### config.mk
export PLATFORM = sky130hd
export DESIGN_NAME = core_issue_ctrl
export DESIGN_NICKNAME = d
export VERILOG_FILES = /design/src/rtl/core_issue_ctrl_pkg.sv /design/src/rtl/core_issue_ctrl_scoreboard.sv /design/src/rtl/core_issue_ctrl.sv
export SDC_FILE = /design/constraint.sdc
export NUM_CORES = 1
export LEC_CHECK = 0
export ABC_AREA = 1
export CAP_MARGIN = 20
export CORE_ASPECT_RATIO = 1.75
export CORE_MARGIN = 2
export CORE_UTILIZATION = 32
export DETAILED_ROUTE_END_ITERATION = 10
export PLACE_DENSITY = 0.55
export REMOVE_ABC_BUFFERS = 1
export SYNTH_ARGS = -nofsm -noshare
export SYNTH_HDL_FRONTEND = slang
export SYNTH_HIERARCHICAL = 1
export SYNTH_SLANG_ARGS = --single-unit
### constraint.sdc
create_clock -name CLK -period 3 [get_ports CLK]
set_clock_uncertainty 0.05 [all_clocks]
set_input_delay 0.3 -clock CLK [delete_from_list [all_inputs] [get_ports CLK]]
set_output_delay 0.3 -clock CLK [all_outputs]
set_load 0.005 [all_outputs]
### src/rtl/core_issue_ctrl_pkg.sv
// Shared encodings for the issue controller: opcodes, writeback classes,
// FSM state encodings and register-use decode helpers.
package core_issue_ctrl_pkg;

  localparam logic [6:0] OPCODE_R      = 7'b0110011;
  localparam logic [6:0] OPCODE_I_ALU  = 7'b0010011;
  localparam logic [6:0] OPCODE_I_LOAD = 7'b0000011;
  localparam logic [6:0] OPCODE_S      = 7'b0100011;
  localparam logic [6:0] OPCODE_B      = 7'b1100011;
  localparam logic [6:0] OPCODE_JAL    = 7'b1101111;
  localparam logic [6:0] OPCODE_JALR   = 7'b1100111;
  localparam logic [6:0] OPCODE_LUI    = 7'b0110111;
  localparam logic [6:0] OPCODE_AUIPC  = 7'b0010111;

  localparam logic [3:0] WB_CODE_NONE = 4'd0;
  localparam logic [3:0] WB_CODE_ALU  = 4'd1;
  localparam logic [3:0] WB_CODE_LOAD = 4'd2;
  localparam logic [3:0] WB_CODE_PC   = 4'd3;

  localparam logic ISSUE_S_ISSUE   = 1'b0;
  localparam logic ISSUE_S_CF_WAIT = 1'b1;

  typedef enum logic {
    S_ISSUE   = ISSUE_S_ISSUE,
    S_CF_WAIT = ISSUE_S_CF_WAIT
  } issue_state_t;

  // Returns {uses_rs2, uses_rs1}; unknown opcodes read no registers.
  function automatic logic [1:0] src_use(input logic [6:0] op);
    case (op)
      OPCODE_R, OPCODE_S, OPCODE_B:             src_use = 2'b11;
      OPCODE_I_ALU, OPCODE_I_LOAD, OPCODE_JALR: src_use = 2'b01;
      default:                                  src_use = 2'b00;
    endcase
  endfunction

  function automatic logic is_cf(input logic [6:0] op);
    is_cf = (op == OPCODE_B) || (op == OPCODE_JAL) || (op == OPCODE_JALR);
  endfunction

endpackage

### src/rtl/core_issue_ctrl_scoreboard.sv
// Register busy scoreboard: per-register pending-write bits, outstanding
// write counter and a sticky error for retiring a register that is not busy.
module core_scoreboard
  #(
    parameter int MAX_OUTSTANDING = 4,
    parameter int CNT_W           = $clog2(MAX_OUTSTANDING + 1)
  )
  (
    input  logic             clk,
    input  logic             rst_n,
    input  logic             set_en,
    input  logic [4:0]       set_addr,
    input  logic             clr_en,
    input  logic [4:0]       clr_addr,
    input  logic [4:0]       look_addr1,
    input  logic [4:0]       look_addr2,
    input  logic [4:0]       look_addr3,
    output logic             busy1,
    output logic             busy2,
    output logic             busy3,
    output logic [CNT_W-1:0] cnt,
    output logic             err
  );

  logic [31:0]      busy_reg;
  logic [31:0]      busy_next;
  logic [CNT_W-1:0] cnt_reg;
  logic             err_reg;
  logic             set_ok;
  logic             clr_ok;
  logic             clr_bad;

  assign set_ok  = set_en && (set_addr != 5'd0);
  assign clr_ok  = clr_en && (clr_addr != 5'd0) && busy_reg[clr_addr];
  assign clr_bad = clr_en && (clr_addr != 5'd0) && !busy_reg[clr_addr];

  // Set wins over a clear of the same bit in the same cycle.
  for (genvar gi = 0; gi < 32; gi++) begin : g_busy
    assign busy_next[gi] = (set_ok && (set_addr == 5'(gi))) ||
                           (busy_reg[gi] && !(clr_ok && (clr_addr == 5'(gi))));
  end

  always_ff @(posedge clk or negedge rst_n) begin
    if (!rst_n) begin
      busy_reg <= '0;
      cnt_reg  <= '0;
      err_reg  <= 1'b0;
    end else begin
      busy_reg <= busy_next;
      if (set_ok && !clr_ok)
        cnt_reg <= cnt_reg + CNT_W'(1);
      else if (clr_ok && !set_ok)
        cnt_reg <= cnt_reg - CNT_W'(1);
      if (clr_bad)
        err_reg <= 1'b1;
    end
  end

  assign busy1 = busy_reg[look_addr1];
  assign busy2 = busy_reg[look_addr2];
  assign busy3 = busy_reg[look_addr3];
  assign cnt   = cnt_reg;
  assign err   = err_reg;

endmodule

### src/rtl/core_issue_ctrl.sv
// Issue controller: hazard-gated valid/ready acceptance from decode into a
// one-entry registered slot toward execute, with control-flow stall state.
module core_issue_ctrl
  import core_issue_ctrl_pkg::*;
  #(
    parameter int MAX_OUTSTANDING = 4,
    parameter int CNT_W           = $clog2(MAX_OUTSTANDING + 1)
  )
  (
    input  logic       CLK,
    input  logic       NRST,
    input  logic       ID_VALID,
    output logic       ID_READY,
    input  logic [6:0] ID_OPCODE,
    input  logic [4:0] ID_ARADDR1,
    input  logic [4:0] ID_ARADDR2,
    input  logic [4:0] ID_AWADDR,
    input  logic       ID_AWVALID,
    input  logic [3:0] ID_WB_CODE,
    output logic       EX_VALID,
    input  logic       EX_READY,
    output logic [6:0] EX_OPCODE,
    output logic [4:0] EX_AWADDR,
    output logic       EX_AWVALID,
    output logic [3:0] EX_WB_CODE,
    input  logic       WB_VALID,
    input  logic [4:0] WB_AWADDR,
    input  logic       CF_RESOLVE,
    input  logic       FLUSH,
    output logic       SB_ERR
  );

  issue_state_t     state_reg, state_next;
  logic             ex_valid_reg;
  logic [6:0]       ex_opcode_reg;
  logic [4:0]       ex_awaddr_reg;
  logic             ex_awvalid_reg;
  logic [3:0]       ex_wb_code_reg;
  logic [1:0]       use_src;
  logic             busy_rs1, busy_rs2, busy_rd;
  logic [CNT_W-1:0] sb_cnt;
  logic             haz_rs1, haz_rs2, waw;
  logic             issue, handoff;

  assign use_src = src_use(ID_OPCODE);

  // A retire in the same cycle bypasses the source busy bit, never the slot.
  assign haz_rs1 = use_src[0] && (ID_ARADDR1 != 5'd0) &&
                   ((busy_rs1 && !(WB_VALID && WB_AWADDR == ID_ARADDR1)) ||
                    (ex_valid_reg && ex_awvalid_reg && ex_awaddr_reg == ID_ARADDR1));
  assign haz_rs2 = use_src[1] && (ID_ARADDR2 != 5'd0) &&
                   ((busy_rs2 && !(WB_VALID && WB_AWADDR == ID_ARADDR2)) ||
                    (ex_valid_reg && ex_awvalid_reg && ex_awaddr_reg == ID_ARADDR2));
  assign waw     = ID_AWVALID && (ID_AWADDR != 5'd0) &&
                   (busy_rd || (ex_valid_reg && ex_awvalid_reg && ex_awaddr_reg == ID_AWADDR));

  assign ID_READY = NRST && (state_reg == S_ISSUE) && !FLUSH && !haz_rs1 && !haz_rs2 &&
                    !waw && (sb_cnt < CNT_W'(MAX_OUTSTANDING)) &&
                    (!ex_valid_reg || EX_READY);
  assign issue    = ID_VALID && ID_READY;
  assign handoff  = ex_valid_reg && EX_READY && !FLUSH;

  core_scoreboard #(
    .MAX_OUTSTANDING(MAX_OUTSTANDING),
    .CNT_W          (CNT_W)
  ) u_sb (
    .clk       (CLK),
    .rst_n     (NRST),
    .set_en    (handoff && ex_awvalid_reg),
    .set_addr  (ex_awaddr_reg),
    .clr_en    (WB_VALID),
    .clr_addr  (WB_AWADDR),
    .look_addr1(ID_ARADDR1),
    .look_addr2(ID_ARADDR2),
    .look_addr3(ID_AWADDR),
    .busy1     (busy_rs1),
    .busy2     (busy_rs2),
    .busy3     (busy_rd),
    .cnt       (sb_cnt),
    .err       (SB_ERR)
  );

  always_ff @(posedge CLK or negedge NRST) begin
    if (!NRST) begin
      state_reg      <= S_ISSUE;
      ex_valid_reg   <= 1'b0;
      ex_opcode_reg  <= '0;
      ex_awaddr_reg  <= '0;
      ex_awvalid_reg <= 1'b0;
      ex_wb_code_reg <= '0;
    end else begin
      state_reg <= state_next;
      if (FLUSH) begin
        ex_valid_reg <= 1'b0;
      end else if (issue) begin
        ex_valid_reg   <= 1'b1;
        ex_opcode_reg  <= ID_OPCODE;
        ex_awaddr_reg  <= ID_AWADDR;
        ex_awvalid_reg <= ID_AWVALID;
        ex_wb_code_reg <= ID_WB_CODE;
      end else if (handoff) begin
        ex_valid_reg <= 1'b0;
      end
    end
  end

  always_comb begin
    state_next = state_reg;
    if (FLUSH) begin
      state_next = S_ISSUE;
    end else begin
      case (state_reg)
        S_ISSUE:   if (issue && is_cf(ID_OPCODE)) state_next = S_CF_WAIT;
        S_CF_WAIT: if (CF_RESOLVE) state_next = S_ISSUE;
        default:   state_next = S_ISSUE;
      endcase
    end
  end

  assign EX_VALID   = ex_valid_reg;
  assign EX_OPCODE  = ex_opcode_reg;
  assign EX_AWADDR  = ex_awaddr_reg;
  assign EX_AWVALID = ex_awvalid_reg;
  assign EX_WB_CODE = ex_wb_code_reg;

endmodule

# Yosys cells after proc, flatten, opt, wreduce, memory -nomap -nowiden
# Cells that the tools add are included.
# W data, S select, Z words.
# op_classes
bitwise	2
magnitude_cmp	5
n_shift	0
n_mux	18
n_addsub	2
n_eq_ne	74
n_div	0
n_mul	0
reduce_logical	220
# ops
op	count
$eq A5 B5 Y1 const B	32
$logic_and A1 B1 Y1	128
$eq A5 B4 Y1 const B	16
$logic_not A1 Y1	42
$eq A5 B3 Y1 const B	8
$logic_or A1 B1 Y1	38
$eq A5 B5 Y1	5
$reduce_bool A5 Y1	5
$lt A5 B6 Y1 const B	4
$eq A7 B7 Y1 const B	3
$bmux W1 S5	4
$eq A5 B2 Y1 const B	4
$eq A7 B6 Y1 const B	2
$eq A5 B1 Y1 const B	2
$logic_not A5 Y1	2
$mux W1	10
$eq A7 B2 Y1 const B	1
$eq A7 B5 Y1 const B	1
$mux W3	2
$reduce_or A3 Y1	2
$pmux W2 S2	1
$add A3 B1 Y3 const B	1
$lt A3 B3 Y1 const B	1
$reduce_bool A3 Y1	1
other kinds (5)	6
# totals
inputBits	39
mem_bits_rw	0
out_inout_bits	20
latchBits	0
register_bits	55
word_cells	330
mem_count	0
romBits	0

# Depth between registers and ports, before layout
# Gate-level depths: netlist (run 1).
# depth
word_depth	17
depth_mapped	18
depth_no_buf	17

# Hierarchy
# The synthesis (run 1) kept the hierarchy.
# by_module_without_submodules
module	seq_area_each_um2	instances	area_per_inst_um2	cells_per_inst
core_scoreboard	900.9	1	3318.2	543
core_issue_ctrl	475.5	1	1422.6	211

# Worst setup path after synthesis (run 1)
# OpenSTA, ideal clock, no wires.
# synth_path
path_type	in2reg
from	input WB_AWADDR[1]
to	register u_sb.cnt_reg[1], in the netlist u_sb/cnt[1]
setup_slack_ps	630
arrival_time_ps	2196
path_buffers	2
stages	14
setup_ps	125
cell_sequence	buf_6 nor2_2 inv_2 o21ai_2 nor2_1 nor2_1 nor2_1 nand2_2 buf_6 nand3_1 ha_1 inv_1 fa_1 mux2_2
# synth_via
elab_chain_len	6
elab_cells_between_ends	10
# synth_rtl
element	line_no	rtl
start, declared	core_issue_ctrl.sv:27	input logic [4:0] WB_AWADDR,
$bmux W1 S5 / $reduce_bool A5 Y1 (equally long branches)	core_issue_ctrl_scoreboard.sv:34	assign clr_ok = clr_en && (clr_addr != 5'd0) && busy_reg[clr_addr];
$mux W1 (not written as such) / $logic_and A1 B1 Y1 (equally long branches)	core_issue_ctrl_scoreboard.sv:34	
$logic_and A1 B1 Y1 *	core_issue_ctrl_scoreboard.sv:34	
$logic_not A1 Y1	core_issue_ctrl_scoreboard.sv:50	if (set_ok && !clr_ok)
$logic_and A1 B1 Y1	core_issue_ctrl_scoreboard.sv:50	
$mux W3 / $reduce_bool A2 Y1 (equally long branches)	--	
end signal, assigned	core_issue_ctrl_scoreboard.sv:51	cnt_reg <= cnt_reg + CNT_W'(1);
end signal, assigned	core_issue_ctrl_scoreboard.sv:53	cnt_reg <= cnt_reg - CNT_W'(1);
end, declared	core_issue_ctrl_scoreboard.sv:27	logic [CNT_W-1:0] cnt_reg;
# Mark *: on every way between the ends. The rest lies on a longest branch, timed or not. The select of a mux whose other input is x is not followed.
# A chain may end at the register's enable or synchronous reset.

# Final worst setup path (run 1)
# layout_path
from	input ID_AWADDR[2]
to	output ID_READY
# layout_via
elab_chain_len	8
elab_cells_between_ends	12
# layout_rtl
element	line_no	rtl
start, declared	core_issue_ctrl.sv:17	input logic [4:0] ID_AWADDR,
$bmux W1 S5	core_issue_ctrl_scoreboard.sv:61	assign busy3 = busy_reg[look_addr3];
$mux W1 (not written as such)	core_issue_ctrl_scoreboard.sv:61	
net busy_rd	core_issue_ctrl.sv:40	logic busy_rs1, busy_rs2, busy_rd;
$logic_or A1 B1 Y1	core_issue_ctrl.sv:55	(busy_rd || (ex_valid_reg && ex_awvalid_reg && ex_awaddr_reg == ID_AWADDR));
$logic_and A1 B1 Y1	core_issue_ctrl.sv:54	assign waw = ID_AWVALID && (ID_AWADDR != 5'd0) &&
$logic_not A1 Y1	core_issue_ctrl.sv:58	!waw && (sb_cnt < CNT_W'(MAX_OUTSTANDING)) &&
$logic_and A1 B1 Y1	core_issue_ctrl.sv:57	assign ID_READY = NRST && (state_reg == S_ISSUE) && !FLUSH && !haz_rs1 && !haz_rs2 &&
$logic_and A1 B1 Y1 (2 in a row)	core_issue_ctrl.sv:58	
end, declared	core_issue_ctrl.sv:13	output logic ID_READY,
# The timed path passes the listed nets, and every way through them passes these cells. The select of a mux whose other input is x is not followed.

==> metrics.yaml, run 1 <==
worstReg2RegEnd: "u_sb/cnt[1]"
top_usage_layer: "met2"
via_per_inst: 5.22
path_depth: 14
grt_use_total: 0.234
synth.area.top_cells: "dfrtp_1 (29%), nand2_1 (19%), nor2_1 (8.4%)"
yosys_warnings: 6
holdWs_ns: 0.162
met2_usage: 0.411
die-height_um: 165
overflow: 0
diodes: 0
cp_common_cell: "nand2_1"
combPwrFrac: 0.398
numCtsBuffers: 5
first_pass_iters: 6
io-pin-count: 59
layout_worst_path_cycle_share: 0.939
tritoncts: "done"
fmax_mhz: 355
internal-power_uw: 1770
rsz0062_at_grt: "false"
reg2reg_depth: 8
first_global_vias: 5064
relSlewSlack: 0.503
clock_latency_ns: 0.31
drt-initial-drc-count: 521
tns_ns: 0
power.switching_uw: 1190
crit_end: "ID_READY"
path_class: "primary input to primary output"
cpLargestDelayFamily: "buffers and inverters"
power_density_mw_per_mm2: 504
path_buf_inv: 4
crit_start: "ID_AWADDR[2]"
clock_sinks: 55
largest_register_ffs: 32
grtUsageMet1: 0.266
max-vdd-ir-drop_v: 0.000412
yosysMostFrequentCell: "nand2_1"
dr_total_vias: 5259
syn_avg_cell_area_sq_um: 6.29
slowest_stage: "clkdlybuf4s50_1"
synth_flop_cell: "dfrtp_1"
die_w_um: 96.0
power_frac_seq: 0.381
ff2ff_setup_slack_ns: 0.60
htree_levels: 2
ys_ff_latch: 55
status: "finished clean"
wire_per_inst_um: 17.9
dieArea_sq_mm: 0.0158
drc_errors: 0
grt_antenna_before_repair: 0
area_delta_synth_final_pct: 24.0
synth_sequential_area_ratio: 0.290
initial_core_util: 0.328
routed_wirelength_mm: 18.1
synth_area_leader_cell: "dfrtp_1"
synth_area_sq_mm: 0.00474
dp_hpwl_mm: 13.4
core_sq_mm: 0.0144
max_stage_delay_ns: 0.57
num_rows: 58
synthTopCellsByCount: "nand2_1 (234), nor2_1 (106), inv_1 (68), dfrtp_1 (55), nand3_1 (43)"
maxCapViolCount: 0
cp_cell_sequence: "clkdlybuf4s50_1, inv_1, o221ai_1, nand3_1, nand2_1, nand2_1, nand2_1, inv_1, nand2_1, nand2_1, nand2_1, nor2_4, and2_4, clkdlybuf4s50_1"
cts-root-buf: "clkbuf_16"
yosysUniqueCellTypes: 41
rr_startpoint: "EX_AWADDR[3]"
grt_max_degree: 56
swShare: 0.402
hold_class: "primary input to asynchronous set/reset pin"
crit_path_end_kind: "primary output"
required_ns: 2.65
crit_arrival_ns: 2.47
grtUsageMet3: 0.0274
portBuffers: 58
drive_above_1_share: 0.133
pwr-share-clk: 0.222
fin_nets: 868
cp-start-kind: "primary input"
cts.clk_slew.worst_paths_ns: 0.08
finalCriticalPeriod_ns: 2.82
gp_congestion: 0.977
p_leak_uw: 0.00283
final_max_slew_viol_count: 0
synthDominantCellAreaShare: 0.290
ys_async_sr_fraction: 1.00
finalSetupViolations: 0
grt_pass1_wl_mm: 27.6
clk_path_buf_depth: 2
ant_nets: 0
hold_viol: 0
postCtsHoldBufs: 0
synth-edff-count: 0
worstPathMaxFanout: 7
netlist_instances: 754
worst_slew_pin_slew_ns: 0.745
[placed cells by master (no fill, tap or decap), types with 4 or more instances in the layout]
master and instances:
clkdlybuf4s50_1 53, clkbuf_16 5, nand2_2 9, buf_4 31, nand3_1 43, clkinvlp_4 5, nand4_1 35, o21ai_0 40
o21ai_1 4, nor2_2 4, o21bai_1 8, inv_1 64, inv_2 13, nand2_1 234, o21ai_2 18, o22ai_1 5
nor3_1 17, dfrtp_1 54, a21oi_1 22, buf_12 4, nor2_1 106, o221ai_1 17, dlymetal6s2s_1 4
[area by class of cell]
class,count,area (sq um)
clock buffer,6,139
clock inverter,2,18.8
fill,1550,8560
inverter,82,322
multi-input combinational,584,2840
sequential,55,1380
tap,180,225
timing repair buffer,97,941
timing repair inverter,2,12.5
[power by group through the flow]
stage / logic (uW) / registers (uW) / clock network (uW)
2_1_floorplan: 581 / 1080 / 0
3_3_place_gp: 1160 / 1140 / 0
3_5_place_dp: 1170 / 1140 / 0
4_1_cts: 1170 / 1130 / 675
5_1_grt: 1320 / 1140 / 694
6_report: 1180 / 1130 / 657
[routing by layer]
layer	wire [um]	vias up
li1	-	2610
met1	6860	2394
met2	9270	194
met3	835	61
met4	1110	0
met5	0	-
[timing repair]
| action | in CTS | in global routing |
|---|---|---|
| setup buffers | 0 | 3 |
| gates resized for setup | 0 | 17 |
| setup endpoints to repair | 0 | 1 |
[how the worst min path moves through the flow]
stage | start | to | slack [ns] | cells after the start
final | NRST | u_sb/busy_reg[24] | 0.16 | 2
after global routing | NRST | u_sb/busy_reg[24] | 0.23 | 2
after CTS | NRST | u_sb/busy_reg[24] | 0.21 | 2
after detailed placement | u_sb/err | u_sb/err | 0.40 | 1
after global placement | u_sb/err | u_sb/err | 0.39 | 1
after floorplan | NRST | EX_AWADDR[0] | -0.05 | 0
[cell families (layout without fill, tap and decap cells)]
kind of cell | after synthesis | count (layout) | share of synthesized area
AOI/OAI and AO/OA | 119 | 119 | 0.162
xor gates and xnor gates | 4 | 4 | 0.00739
adders and majority gates | 2 | 2 | 0.00686
buffers and inverters | 115 | 189 | 0.110
DFF | 55 | 55 | 0.290
muxes | 1 | 1 | 0.00238
and+or+nand+nor | 458 | 458 | 0.421
[per-stage QoR]
step	util	power [uW]	cell area [sq um]	worst slack (ns)	cells
floorplan	-	1660	4530	0.597	721
global placement	0.391	2300	5650	0.0487	995
detailed placement	0.391	2310	5650	0.0566	995
CTS	0.402	2980	5810	0.0477	1003
global route	0.407	3150	5880	0.00806	1008
finish	0.407	2960	5880	0.183	1008
[worst reg2reg max path, cell delays in order (launching register included)]
cell and delay, ns:
dfrtp_1 0.56, nor2_1 0.31, inv_1 0.11, o31ai_1 0.23
inv_1 0.10, ha_1 0.19, inv_1 0.08, fa_1 0.41
mux2_2 0.26
Power figures use the tool's default switching activity.
==> inputs of run 2 (changes only) <==
CORE_ASPECT_RATIO = 1.2   (was 1.75)
CORE_MARGIN = default   (was 2)
clock period = 3.4 ns   (was 3 ns; I/O delays follow)
==> run 2 against run 1 <==
  * Cell count is 2.8% lower
  * Wire length decreased by 5.9%
  * Setup slack gained 0.045 ns
  * Global-route usage decreased by 0.62 points
  * Sequential power is 13% lower
  * Via count fell by 1.5%
  * Non-clock buffer count shrank 20
  * Critical path depth decreased by 2
  * Register-to-register slack improved by 0.25 ns
  * Flip-flop and latch count unchanged
==> metrics.yaml, run 2 (synthesized netlist as in run 1, its figures left out) <==
reg2reg_depth: 8  # unchanged
postCtsHoldBufs: 0  # unchanged
first_global_vias: 4759  # -6.0%
cp_common_cell: "nand2_1"
cts_setup_buffers: 0  # unchanged
worst_slew_pin_slew_ns: 0.757  # +0.0118 ns
drt-initial-drc-count: 437  # -16%
grt_max_degree: 56  # unchanged
area_delta_synth_final_pct: 18.9
clock_latency_ns: 0.30  # about the same
grt_pass1_wl_mm: 26.8  # -3.1%
combPwrFrac: 0.392  # -0.006
mostFrequentLayoutCells: "nand2_1 (234), nor2_1 (106), inv_1 (68)"
final_cell_area_sq_mm: 0.00564  # -4.1%
relSlewSlack: 0.495  # -0.00789
drive_above_1_share: 0.0994  # -0.0335
cp_cell_sequence: "clkdlybuf4s50_1, o21ai_0, o221ai_1, nand3_1, nand2_1, nand2_1, nand2_1, nand2_1, a21oi_2, nor2_4, and2_1, clkdlybuf4s50_1"
path_buf_inv: 2  # -2
hold_class: "primary input to asynchronous set/reset pin"
final_max_slew_viol_count: 0  # unchanged
worstPathMaxFanout: 17  # +10
rsz0062_at_grt: "false"
pwr-share-clk: 0.232  # +0.010
dr_total_vias: 5180  # -1.5%
die_w_um: 113  # +18%
finalCriticalPeriod_ns: 3.17
first_pass_iters: 5  # -1
core_sq_mm: 0.0144  # -0.19%
power_frac_seq: 0.376  # -0.005
required_ns: 3.01  # +0.36 ns
crit_path_end_kind: "primary output"
status: "finished clean"
via_per_inst: 5.29  # +1.3%
grtUsageMet3: 0.0233  # -0.00411
overflow: 0  # unchanged
max-vdd-ir-drop_v: 0.000290  # -30%
slowest_stage: "clkdlybuf4s50_1"
ant_nets: 0  # unchanged
cts.clk_slew.worst_paths_ns: 0.08  # about the same
placed_area_sq_mm: 0.00548  # -3.0%
tritoncts: "done"
routed_wirelength_mm: 17.0  # -5.9%
numCtsBuffers: 5  # unchanged
initial_core_util: 0.329  # +0.000627
max_stage_delay_ns: 0.83  # +0.26 ns
cpLargestDelayFamily: "buffers and inverters"
num_rows: 48  # -17%
drc_errors: 0  # unchanged
dp_hpwl_mm: 12.1  # -9.6%
top_usage_layer: "met2"
die-height_um: 135  # -18%
cts-root-buf: "clkbuf_16"
fillers: 1564  # +0.90%
diodes: 0  # unchanged
clock_sinks: 55  # unchanged
finalSetupViolations: 0  # unchanged
io-pin-count: 59  # unchanged
fmax_mhz: 315
portBuffers: 58  # unchanged
met2_usage: 0.369  # -0.0419
swShare: 0.393  # -0.00936
internal-power_uw: 1580  # -11%
cts-resized-gates: 0  # unchanged
cp-start-kind: "primary input"
gp_congestion: 0.916  # -6.3%
maxCapViolCount: 0  # unchanged
final_common_cell: "nand2_1"
multi_input_area_sq_mm: 0.00284  # about the same
hold_viol: 0  # unchanged
grt_use_total: 0.228  # -0.00622
wire_per_inst_um: 17.4  # -3.2%
power.switching_uw: 1020  # -14%
largest_register_ffs: 32  # unchanged
power_density_mw_per_mm2: 462  # -8.2%
crit_arrival_ns: 2.78  # +0.31 ns
path_class: "primary input to primary output"
tns_ns: 0  # unchanged
htree_levels: 2  # unchanged
grt_antenna_before_repair: 0  # unchanged
grtUsageMet1: 0.313  # +0.0468
layout_worst_path_cycle_share: 0.933
clk_path_buf_depth: 2  # unchanged
fin_nets: 846  # -2.5%
path_depth: 12  # -2
dieArea_sq_mm: 0.0153  # -3.4%
p_leak_uw: 0.00270  # -4.5%
seq_area_sq_mm: 0.00138  # about the same
[run 2: cell count changes in the layout (fill, tap and decap cells not counted), sizes merged]
cell           previous run  this run
bufinv                    0         1
clkinvlp                  6         0
clkdlybuf4s50            53        56
dlymetal6s2s              4         1
inv                      79        81
buf                      40        20
[run 2: power groups by stage]
stage | combinational [uW] | clock, uW | sequential, uW
2_1_floorplan | 513 | 0 | 955
3_3_place_gp | 1020 | 0 | 992
3_5_place_dp | 1020 | 0 | 987
4_1_cts | 1030 | 616 | 978
5_1_grt | 1140 | 643 | 1000
6_report | 1020 | 604 | 979
[run 2: final cells by class]
cell class,count,area share
inverter,82,0.0550
sequential,55,0.244
multi-input combinational,584,0.504
timing repair buffer,77,0.130
clock inverter,1,0.00533
tap,175,0.0388
clock buffer,6,0.0229
[run 2: path summary, 6_finish.rpt]
path                                from           endpoint  slack [ns]
min                                 NRST  u_sb/busy_reg[17]        0.19
max                        ID_ARADDR2[1]           ID_READY        0.23
max in group asynchronous           NRST       EX_OPCODE[6]        2.62
max reg2reg                 EX_AWADDR[3]        u_sb/cnt[1]        0.85
min reg2reg                     u_sb/err           u_sb/err        0.43
min in group CLK                u_sb/err           u_sb/err        0.43
[run 2: metal layers]
metal  wire length (um)  vias to the layer above
li1                   -                     2566
met1               7510                     2375
met2               7820                      204
met3               1110                       35
met4                557                        0
met5                  0                        -
[run 2: per-stage QoR]
stage	utilization	total power [uW]	instances	worst slack (ns)	hold slack, ns
final	0.391	2610	980	0.228	0.190
after global routing	0.391	2790	980	0.0548	0.277
after CTS	0.391	2620	980	0.218	0.238
after detailed placement	0.380	2010	973	0.243	0.412
after floorplan	-	1470	721	0.957	-0.00559
after global placement	0.380	2010	973	0.252	0.404
==> inputs of run 3 (changes only) <==
SLEW_MARGIN = 40   (was default)
==> run 3 against run 2 <==
  * Utilization barely moved
  * Wire length barely moved
  * Power is essentially flat
  * Combinational power barely moved
  * Count of clock-buffer cells in the layout is the same
  * Final area hardly changed
  * Largest power group unchanged
  * Global-route usage unchanged
  * Setup slack improved by 0.010 ns
  * Cell count did not move
  * Via count about the same
  * Critical endpoint unchanged
  * Flip-flop and latch count unchanged
==> metrics.yaml, run 3 (synthesized netlist as in run 1, its figures left out) <==
num_rows: 48  # unchanged
overflow: 0  # unchanged
crit_arrival_ns: 2.77  # about the same
tns_ns: 0  # unchanged
grt_pass1_wl_mm: 26.8  # unchanged
grt_antenna_before_repair: 0  # unchanged
cts_setup_buffers: 0  # unchanged
tritoncts: "done"
cts.clk_slew.worst_paths_ns: 0.07  # about the same
hold_viol: 0  # unchanged
finalNonFillerCells: 980  # unchanged
grt_use_total: 0.228  # unchanged
gp_congestion: 0.916  # unchanged
clock_latency_ns: 0.30  # about the same
status: "finished clean"
dp_hpwl_mm: 12.1  # unchanged
diodes: 0  # unchanged
die-height_um: 135  # unchanged
final_max_slew_viol_count: 0  # unchanged
clk_path_buf_depth: 2  # unchanged
fin_nets: 846  # unchanged
wire_per_inst_um: 17.4  # about the same
power_density_mw_per_mm2: 462  # about the same
finalCriticalPeriod_ns: 3.16  # -0.0102 ns
crit_start: "ID_ARADDR2[1]"
grt_max_degree: 56  # unchanged
worstPathMaxFanout: 17  # unchanged
crit_path_end_kind: "primary output"
fmax_mhz: 316  # +0.32%
fillers: 1566  # +0.13%
rr_startpoint: "EX_AWADDR[3]"
dp_slack_ns: 0.243  # unchanged
slowest_stage: "clkdlybuf4s50_1"
dr_total_vias: 5185  # +0.097%
htree_levels: 2  # unchanged
clock_sinks: 55  # unchanged
path_class: "primary input to primary output"
routed_wirelength_mm: 17.0  # about the same
worst_slew_pin_slew_ns: 0.622  # -0.135 ns
required_ns: 3.01  # about the same
via_per_inst: 5.29  # about the same
p_leak_uw: 0.00271  # about the same
cp-start-kind: "primary input"
ant_nets: 0  # unchanged
first_pass_iters: 5  # unchanged
largest_register_ffs: 32  # unchanged
die_w_um: 113  # unchanged
first_global_vias: 4759  # unchanged
maxCapViolCount: 0  # unchanged
max_stage_delay_ns: 0.83  # about the same
reg2reg_depth: 8  # unchanged
rsz0062_at_grt: "false"
drt-initial-drc-count: 421  # -3.7%
numCtsBuffers: 5  # unchanged
drive_above_1_share: 0.0994  # unchanged
max-vdd-ir-drop_v: 0.000290  # about the same
final_common_cell: "nand2_1"
initial_core_util: 0.329  # unchanged
setup_ws_ns: 0.238  # +0.0102 ns
hold_class: "primary input to asynchronous set/reset pin"
dpl.cell_count: 973  # unchanged
totalPowerFinal_uw: 2610  # about the same
core_sq_mm: 0.0144  # unchanged
relSlewSlack: 0.583  # +0.0881
final_core_util: 0.391  # about the same
io-pin-count: 59  # unchanged
cp_common_cell: "nand2_1"
cp_cell_sequence: "clkdlybuf4s50_1, o21ai_0, o221ai_1, nand3_1, nand2_1, nand2_1, nand2_1, nand2_1, a21oi_2, nor2_4, and2_1, clkdlybuf4s50_1"
mostFrequentLayoutCells: "nand2_1 (234), nor2_1 (106), inv_1 (68)"
ff2ff_setup_slack_ns: 0.87  # +0.02 ns
finalSetupViolations: 0  # unchanged
area_delta_synth_final_pct: 19.0  # about the same
dieArea_sq_mm: 0.0153  # unchanged
portBuffers: 58  # unchanged
cts-root-buf: "clkbuf_16"
layout_worst_path_cycle_share: 0.930  # -0.00301
crit_end: "ID_READY"
drc_errors: 0  # unchanged
worstReg2RegEnd: "u_sb/cnt[1]"
[run 3: through the flow]
stage,cell area [sq um],hold WS (ns)
floorplan,4530,-0.00559
global placement,5480,0.404
detailed placement,5480,0.412
CTS,5640,0.238
global route,5640,0.153
finish,5640,0.0896
[run 3: timing repair]
item                       4_1_cts  5_1_grt
setup endpoints to repair        0        1
hold buffers                     0        0
gates resized for setup          0        1
[run 3: worst max-delay path, delay by kind of cell]
kind,cells,cell delay (ns)
buffers and inverters,2,1.27
AOI/OAI and AO/OA,3,0.60
and+or+nand+nor,7,0.56
[run 3: power by group]
group	switching (uW)	total (uW)	internal, uW
clock	258	604	345
sequential	191	978	788
combinational	574	1020	451
[run 3: worst min-delay path by stage]
stage	from	cells after the start	endpoint
CTS	NRST	2	EX_AWADDR[2]
global placement	u_sb/err	1	u_sb/err
global route	NRST	2	u_sb/cnt[1]
floorplan	NRST	0	EX_AWADDR[0]
detailed placement	u_sb/err	1	u_sb/err
finish	NRST	2	u_sb/cnt[1]
[run 3: final cells by class]
class	instances	area [sq um]	share of cell area
flip-flops and latches	55	1380	0.244
inverters	82	310	0.0550
well taps	175	219	0.0388
clock inverters	1	30.0	0.00532
repair buffers	77	737	0.131
clock buffers	6	129	0.0228
multi-input cells	584	2840	0.504
[run 3: layer usage]
| layer | vias up | share of wire | wire (um) | global-route usage |
|---|---|---|---|---|
| li1 | 2565 | - | - | - |
| met5 | - | 0 | 0 | 0 |
| met1 | 2395 | 0.44 | 7510 | 0.313 |
| met2 | 186 | 0.46 | 7870 | 0.369 |
| met4 | 0 | 0.036 | 607 | 0.0863 |
| met3 | 39 | 0.060 | 1020 | 0.0233 |
